### src/rtl/id_ex_pipe_reg.sv
// ID/EX pipeline register with bubble/flush/hold sequencing and bubble watchdog.
// Optional perf counters enabled by defining ID_EX_PERF_EN.
module id_ex_pipe_reg #(
    parameter int XLEN        = 32,
    parameter int CTRL_W      = 8,
    parameter int MAX_BUBBLES = 15
) (
    input  logic              i_clk,
    input  logic              i_rst,
    input  logic              i_id_valid,
    input  logic [XLEN-1:0]   i_id_pc,
    input  logic [XLEN-1:0]   i_id_rs1_data,
    input  logic [XLEN-1:0]   i_id_rs2_data,
    input  logic [XLEN-1:0]   i_id_imm,
    input  logic [4:0]        i_id_rs1,
    input  logic [4:0]        i_id_rs2,
    input  logic [4:0]        i_id_rd,
    input  logic              i_id_reg_write,
    input  logic              i_id_mem_read,
    input  logic              i_id_mem_write,
    input  logic [CTRL_W-1:0] i_id_ctrl,
    input  logic              i_bubble_id_ex,
    input  logic              i_flush_id_ex,
    input  logic              i_hold_ex,
    output logic              o_ex_valid,
    output logic [XLEN-1:0]   o_ex_pc,
    output logic [XLEN-1:0]   o_ex_rs1_data,
    output logic [XLEN-1:0]   o_ex_rs2_data,
    output logic [XLEN-1:0]   o_ex_imm,
    output logic [4:0]        o_ex_rs1,
    output logic [4:0]        o_ex_rs2,
    output logic [4:0]        o_ex_rd,
    output logic              o_ex_reg_write,
    output logic              o_ex_mem_read,
    output logic              o_ex_mem_write,
    output logic [CTRL_W-1:0] o_ex_ctrl,
    output logic [1:0]        o_state,
    output logic [7:0]        o_consec_bubbles,
    output logic              o_timeout
`ifdef ID_EX_PERF_EN
    ,
    output logic [31:0]       o_perf_bubbles,
    output logic [31:0]       o_perf_holds
`endif
);

    typedef enum logic [1:0] {
        ST_RUN    = 2'd0,
        ST_BUBBLE = 2'd1,
        ST_HOLD   = 2'd2
    } state_t;

    localparam logic [7:0] LP_MAX = 8'(MAX_BUBBLES);

    state_t            r_state;
    logic              r_valid;
    logic [XLEN-1:0]   r_pc;
    logic [XLEN-1:0]   r_rs1_data;
    logic [XLEN-1:0]   r_rs2_data;
    logic [XLEN-1:0]   r_imm;
    logic [4:0]        r_rs1;
    logic [4:0]        r_rs2;
    logic [4:0]        r_rd;
    logic              r_reg_write;
    logic              r_mem_read;
    logic              r_mem_write;
    logic [CTRL_W-1:0] r_ctrl;
    logic [7:0]        r_cnt;
    logic              r_timeout;

    logic              w_kill;
    logic              w_load;
    logic              w_bub_kill;
    logic              w_flush_clr;
    logic [7:0]        w_cnt_nxt;
    state_t            w_state_nxt;

    assign w_kill      = i_bubble_id_ex | i_flush_id_ex | ~i_id_valid;
    assign w_load      = ~i_hold_ex & ~w_kill;
    assign w_bub_kill  = ~i_hold_ex & i_bubble_id_ex;
    assign w_flush_clr = ~i_hold_ex & i_flush_id_ex & ~i_bubble_id_ex;

    // Invalid-ID kills neither count nor clear the bubble run.
    always_comb begin
        w_cnt_nxt = r_cnt;
        unique case (1'b1)
            i_hold_ex:
                w_cnt_nxt = r_cnt;
            w_bub_kill:
                w_cnt_nxt = (r_cnt == 8'hFF) ? 8'hFF : r_cnt + 8'd1;
            w_load, w_flush_clr:
                w_cnt_nxt = 8'd0;
            default:
                w_cnt_nxt = r_cnt;
        endcase
    end

    always_comb begin
        w_state_nxt = ST_RUN;
        if (i_hold_ex)
            w_state_nxt = ST_HOLD;
        else if (i_bubble_id_ex)
            w_state_nxt = ST_BUBBLE;
    end

    always_ff @(posedge i_clk) begin
        if (i_rst) begin
            r_state   <= ST_RUN;
            r_cnt     <= 8'd0;
            r_timeout <= 1'b0;
        end else begin
            r_state   <= w_state_nxt;
            r_cnt     <= w_cnt_nxt;
            r_timeout <= r_timeout | (w_cnt_nxt >= LP_MAX);
        end
    end

    always_ff @(posedge i_clk) begin
        if (i_rst || (!i_hold_ex && w_kill)) begin
            r_valid     <= 1'b0;
            r_pc        <= '0;
            r_rs1_data  <= '0;
            r_rs2_data  <= '0;
            r_imm       <= '0;
            r_rs1       <= '0;
            r_rs2       <= '0;
            r_rd        <= '0;
            r_reg_write <= 1'b0;
            r_mem_read  <= 1'b0;
            r_mem_write <= 1'b0;
            r_ctrl      <= '0;
        end else if (w_load) begin
            r_valid     <= 1'b1;
            r_pc        <= i_id_pc;
            r_rs1_data  <= i_id_rs1_data;
            r_rs2_data  <= i_id_rs2_data;
            r_imm       <= i_id_imm;
            r_rs1       <= i_id_rs1;
            r_rs2       <= i_id_rs2;
            r_rd        <= i_id_rd;
            r_reg_write <= i_id_reg_write;
            r_mem_read  <= i_id_mem_read;
            r_mem_write <= i_id_mem_write;
            r_ctrl      <= i_id_ctrl;
        end
    end

`ifdef ID_EX_PERF_EN
    logic [31:0] r_perf_bubbles;
    logic [31:0] r_perf_holds;

    always_ff @(posedge i_clk) begin
        if (i_rst) begin
            r_perf_bubbles <= '0;
            r_perf_holds   <= '0;
        end else begin
            if (w_bub_kill)
                r_perf_bubbles <= r_perf_bubbles + 32'd1;
            if (i_hold_ex)
                r_perf_holds <= r_perf_holds + 32'd1;
        end
    end

    assign o_perf_bubbles = r_perf_bubbles;
    assign o_perf_holds   = r_perf_holds;
`endif

    assign o_ex_valid       = r_valid;
    assign o_ex_pc          = r_pc;
    assign o_ex_rs1_data    = r_rs1_data;
    assign o_ex_rs2_data    = r_rs2_data;
    assign o_ex_imm         = r_imm;
    assign o_ex_rs1         = r_rs1;
    assign o_ex_rs2         = r_rs2;
    assign o_ex_rd          = r_rd;
    assign o_ex_reg_write   = r_reg_write;
    assign o_ex_mem_read    = r_mem_read;
    assign o_ex_mem_write   = r_mem_write;
    assign o_ex_ctrl        = r_ctrl;
    assign o_state          = r_state;
    assign o_consec_bubbles = r_cnt;
    assign o_timeout        = r_timeout;

endmodule

### config.mk
export PLATFORM = sky130hd
export DESIGN_NAME = id_ex_pipe_reg
export DESIGN_NICKNAME = d
export VERILOG_FILES = /design/src/rtl/id_ex_pipe_reg.sv
export SDC_FILE = /design/constraint.sdc
export NUM_CORES = 1
export LEC_CHECK = 0
export BUFFER_PORTS_ARGS = -buffer_cell sky130_fd_sc_hd__buf_2
export CAP_MARGIN = 20
export CORE_AREA = 2 2 127 129
export DETAILED_ROUTE_END_ITERATION = 10
export DIE_AREA = 0 0 129 131
export PLACE_DENSITY = 0.68
export SETUP_SLACK_MARGIN = 0.5
export SYNTH_ARGS = -nofsm -noshare
export SYNTH_HDL_FRONTEND = slang
export SYNTH_SLANG_ARGS = --single-unit
### constraint.sdc
create_clock -name i_clk -period 3.9 [get_ports i_clk]
set_clock_uncertainty 0.15 [all_clocks]
set_input_delay 0 -clock i_clk [delete_from_list [all_inputs] [get_ports i_clk]]
set_output_delay 0 -clock i_clk [all_outputs]
set_load 0.01 [all_outputs]
==> run summary <==
Status - finished clean
Final Slew Violations - 0
Top-Level Pins - 326
Sequential power share - 0.461
Most used DFF post-synth - dfxtp_1
Largest stage delay, worst path - 0.62 ns
Vias per std cell - 4.99
Top cell type's share of synthesized area - 0.603
Reg clk slew, reported paths - 0.06 ns
First-pass GRT wire length - 29400 µm
Gates resized, CTS repair - 0
Root Buffer - clkbuf_16
Final setup vio count - 0
Worst-skew pair later-pin latency - 0.41 ns
Deepest clock path buffer count - 2
ANT cells - 0
Minimum clock period after layout - 2.23 ns
Post-synth ARST share - 0
Logic gate share of total power - 0.150
Syn Std Cell Area - 5510 µm²
Total gr overflow - 0
Syn Nets - 756
Area contributors post-synth - dfxtp_1 60%, o22ai_1 17%, nor2_1 11%
CP required - 4.10 ns
Max-Cap Viols - 0
Area leader, netlist - dfxtp_1
DRT antenna net count - 0
Post-DP HPWL - 11400 µm
Buf+Inv Stages, Crit Path - 4
Vias in the first global route - 5973
Layout area overhead - 70.6%
Inserted Clock Buffers - 17
Peak Freq - 449 MHz
Synth cell types - 37
Switching share of power - 0.264
WL per Instance - 15.6 µm
Core Area - 15600 µm²
Drt drc - 0
Max_slew headroom - 0.434
Cells after synthesis - 595
VDD IR max - 257 µV
Top-count cell post-synth - dfxtp_1
CP cell instances - dlygate4sd3_1 -> buf_2 -> nor2_1 -> nand3_4 -> buf_4 -> o22ai_1 -> dlygate4sd3_1 -> nor2_1
Final core utilization - 0.603
PwrDens - 424 nW/µm²
Via count - 6391
Crit path max fanout - 75
Setup Buffers After CTS - 0
Die area - 16900 µm²
Slowest-stage cell, CP - dlygate4sd3_1
Share of layout cells above drive strength 1 - 0.346
Fin Setup TNS - 0 ns
Psw - 1.05 mW
Yosys warns - 0
Register area share after synthesis - 0.603
WS Path Type - input pin to flop
Syn_area_per_cell - 9.26 µm²
Pin slew with the least headroom to its limit - 0.850 ns
Top cells by count, synth - 166 x dfxtp_1, 163 x nor2_1, 154 x o22ai_1, 25 x buf_2, 20 x clkbuf_1
H-tree levels - 4
Initial antenna violation count - 1
Routed wire length - 19900 µm
Leakage - 4.41 nW
Die H - 131 µm
Internal power - 2.94 mW
Starting Density - 0.353
Die W - 129 µm
Crit path arrival time - 2.43 ns
Post-synth EDFFs - 0
Row Count - 46
GRT Overall Usage - 0.219
Hold_buf cts - 160
TritonCTS clock tree - done
Seq cells post-synth - 166
Startpoint types - input pin
Clock power frac - 0.389
Largest net degree at the start of global routing - 81
Iter 0 DRT Violations - 289
CP endpoint kind - flop
Clock Sinks - 166
Ratio of final minimum period to clock period - 0.572
Fillers - 1246
Final hold viol count - 0
# port buffers - 325
Top Family by Delay on Critical Path - buffers and inverters
Final net count - 1212
Drt pass-1 iters - 5
RSZ-0062 raised after global routing - false
Hold Path Class - input pin to flop
Gp weighted congestion - 0.869
worst paths after layout:
check	startpoint	end	slack [ns]	cells past startpoint
hold / removal	i_id_valid	o_consec_bubbles[6]$_SDFF_PP0_	0.06	5
setup / recovery	i_bubble_id_ex	o_ex_rs1_data[9]$_SDFFE_PP0P_	1.67	8
setup reg to reg	o_consec_bubbles[0]$_SDFF_PP0_	o_timeout$_SDFF_PP0_	2.01	6
hold reg to reg	o_ex_valid$_SDFFE_PP0P_	o_ex_valid$_SDFFE_PP0P_	0.30	2
sequential cells by signal (all words and copies together) (netlist names):
signal / count
o_ex_imm: 32
o_ex_pc: 32
o_ex_rs1_data: 32
o_ex_rs2_data: 32
o_consec_bubbles: 8
o_ex_ctrl: 8
o_ex_rd: 5
o_ex_rs1: 5
o_ex_rs2: 5
o_state: 2
o_ex_mem_read: 1
o_ex_mem_write: 1
o_ex_reg_write: 1
o_ex_valid: 1
o_timeout: 1
area by class of cell:
type / count / area [µm²] / area share
Clock buffer: 18 / 429 / 0.0456
Clock inverter: 14 / 118 / 0.0125
Inverter: 4 / 17.5 / 0.00186
Multi-Input combinational cell: 371 / 1960 / 0.208
Sequential cell: 166 / 3320 / 0.353
Tap cell: 216 / 270 / 0.0287
Timing Repair Buffer: 491 / 3290 / 0.349
worst register-to-register path, delay by kind of cell (launching register included):
| family | cells | cell delay (ns) |
|---|---|---|
| compound gates | 3 | 0.47 |
| fa+ha+maj | 1 | 0.27 |
| flops | 1 | 0.45 |
| simple gates | 2 | 0.48 |
stage by stage:
stage,area [µm²],instances,total power [mW],setup WS [ns],hold slack (ns)
detailed placement,7250,1088,2.33,2.06,0.0870
global placement,7250,1088,2.32,2.09,0.0753
floorplan,5510,595,2.11,2.17,-0.0784
global route,9400,1280,4.15,1.48,0.157
CTS,9400,1280,4.01,1.74,0.0385
finish,9400,1280,3.99,1.67,0.0603
routing by layer:
layer | share of wire | vias to the layer above | global-route usage
met5 | 0.00065 | - | 0
met4 | 0.041 | 2 | 0.132
met3 | 0.081 | 65 | 0.0668
met2 | 0.49 | 313 | 0.370
met1 | 0.39 | 2943 | 0.245
li1 | - | 3068 | -
power by group through the flow:
stage                     combinational (mW)  sequential (mW)  clock [mW]
after CTS                              0.581             1.84        1.60
after detailed placement               0.455             1.87           0
after global routing                   0.644             1.85        1.65
final                                  0.597             1.84        1.55
after global placement                 0.451             1.87           0
after floorplan                        0.188             1.92           0
cells by family after synthesis:
| group | count (synthesis) | share of synthesized area |
|---|---|---|
| flops | 166 | 0.603 |
| compound gates | 183 | 0.213 |
| fa+ha+maj | 1 | 0.00227 |
| buf+inv | 58 | 0.0452 |
| mux | 1 | 0.00182 |
| simple gates | 186 | 0.135 |
cells in the final DEF, fill, tap and decap left out, drive strengths merged, types with 5 or more instances in the layout:
cell,instances
clkinv,6
nand2,6
nor2,163
o22ai,154
buf,331
dlygate4sd3,160
a21oi,8
dfxtp,166
inv,9
o21ai,5
clkbuf,18
Note: power is estimated with default switching activity, not from simulation.
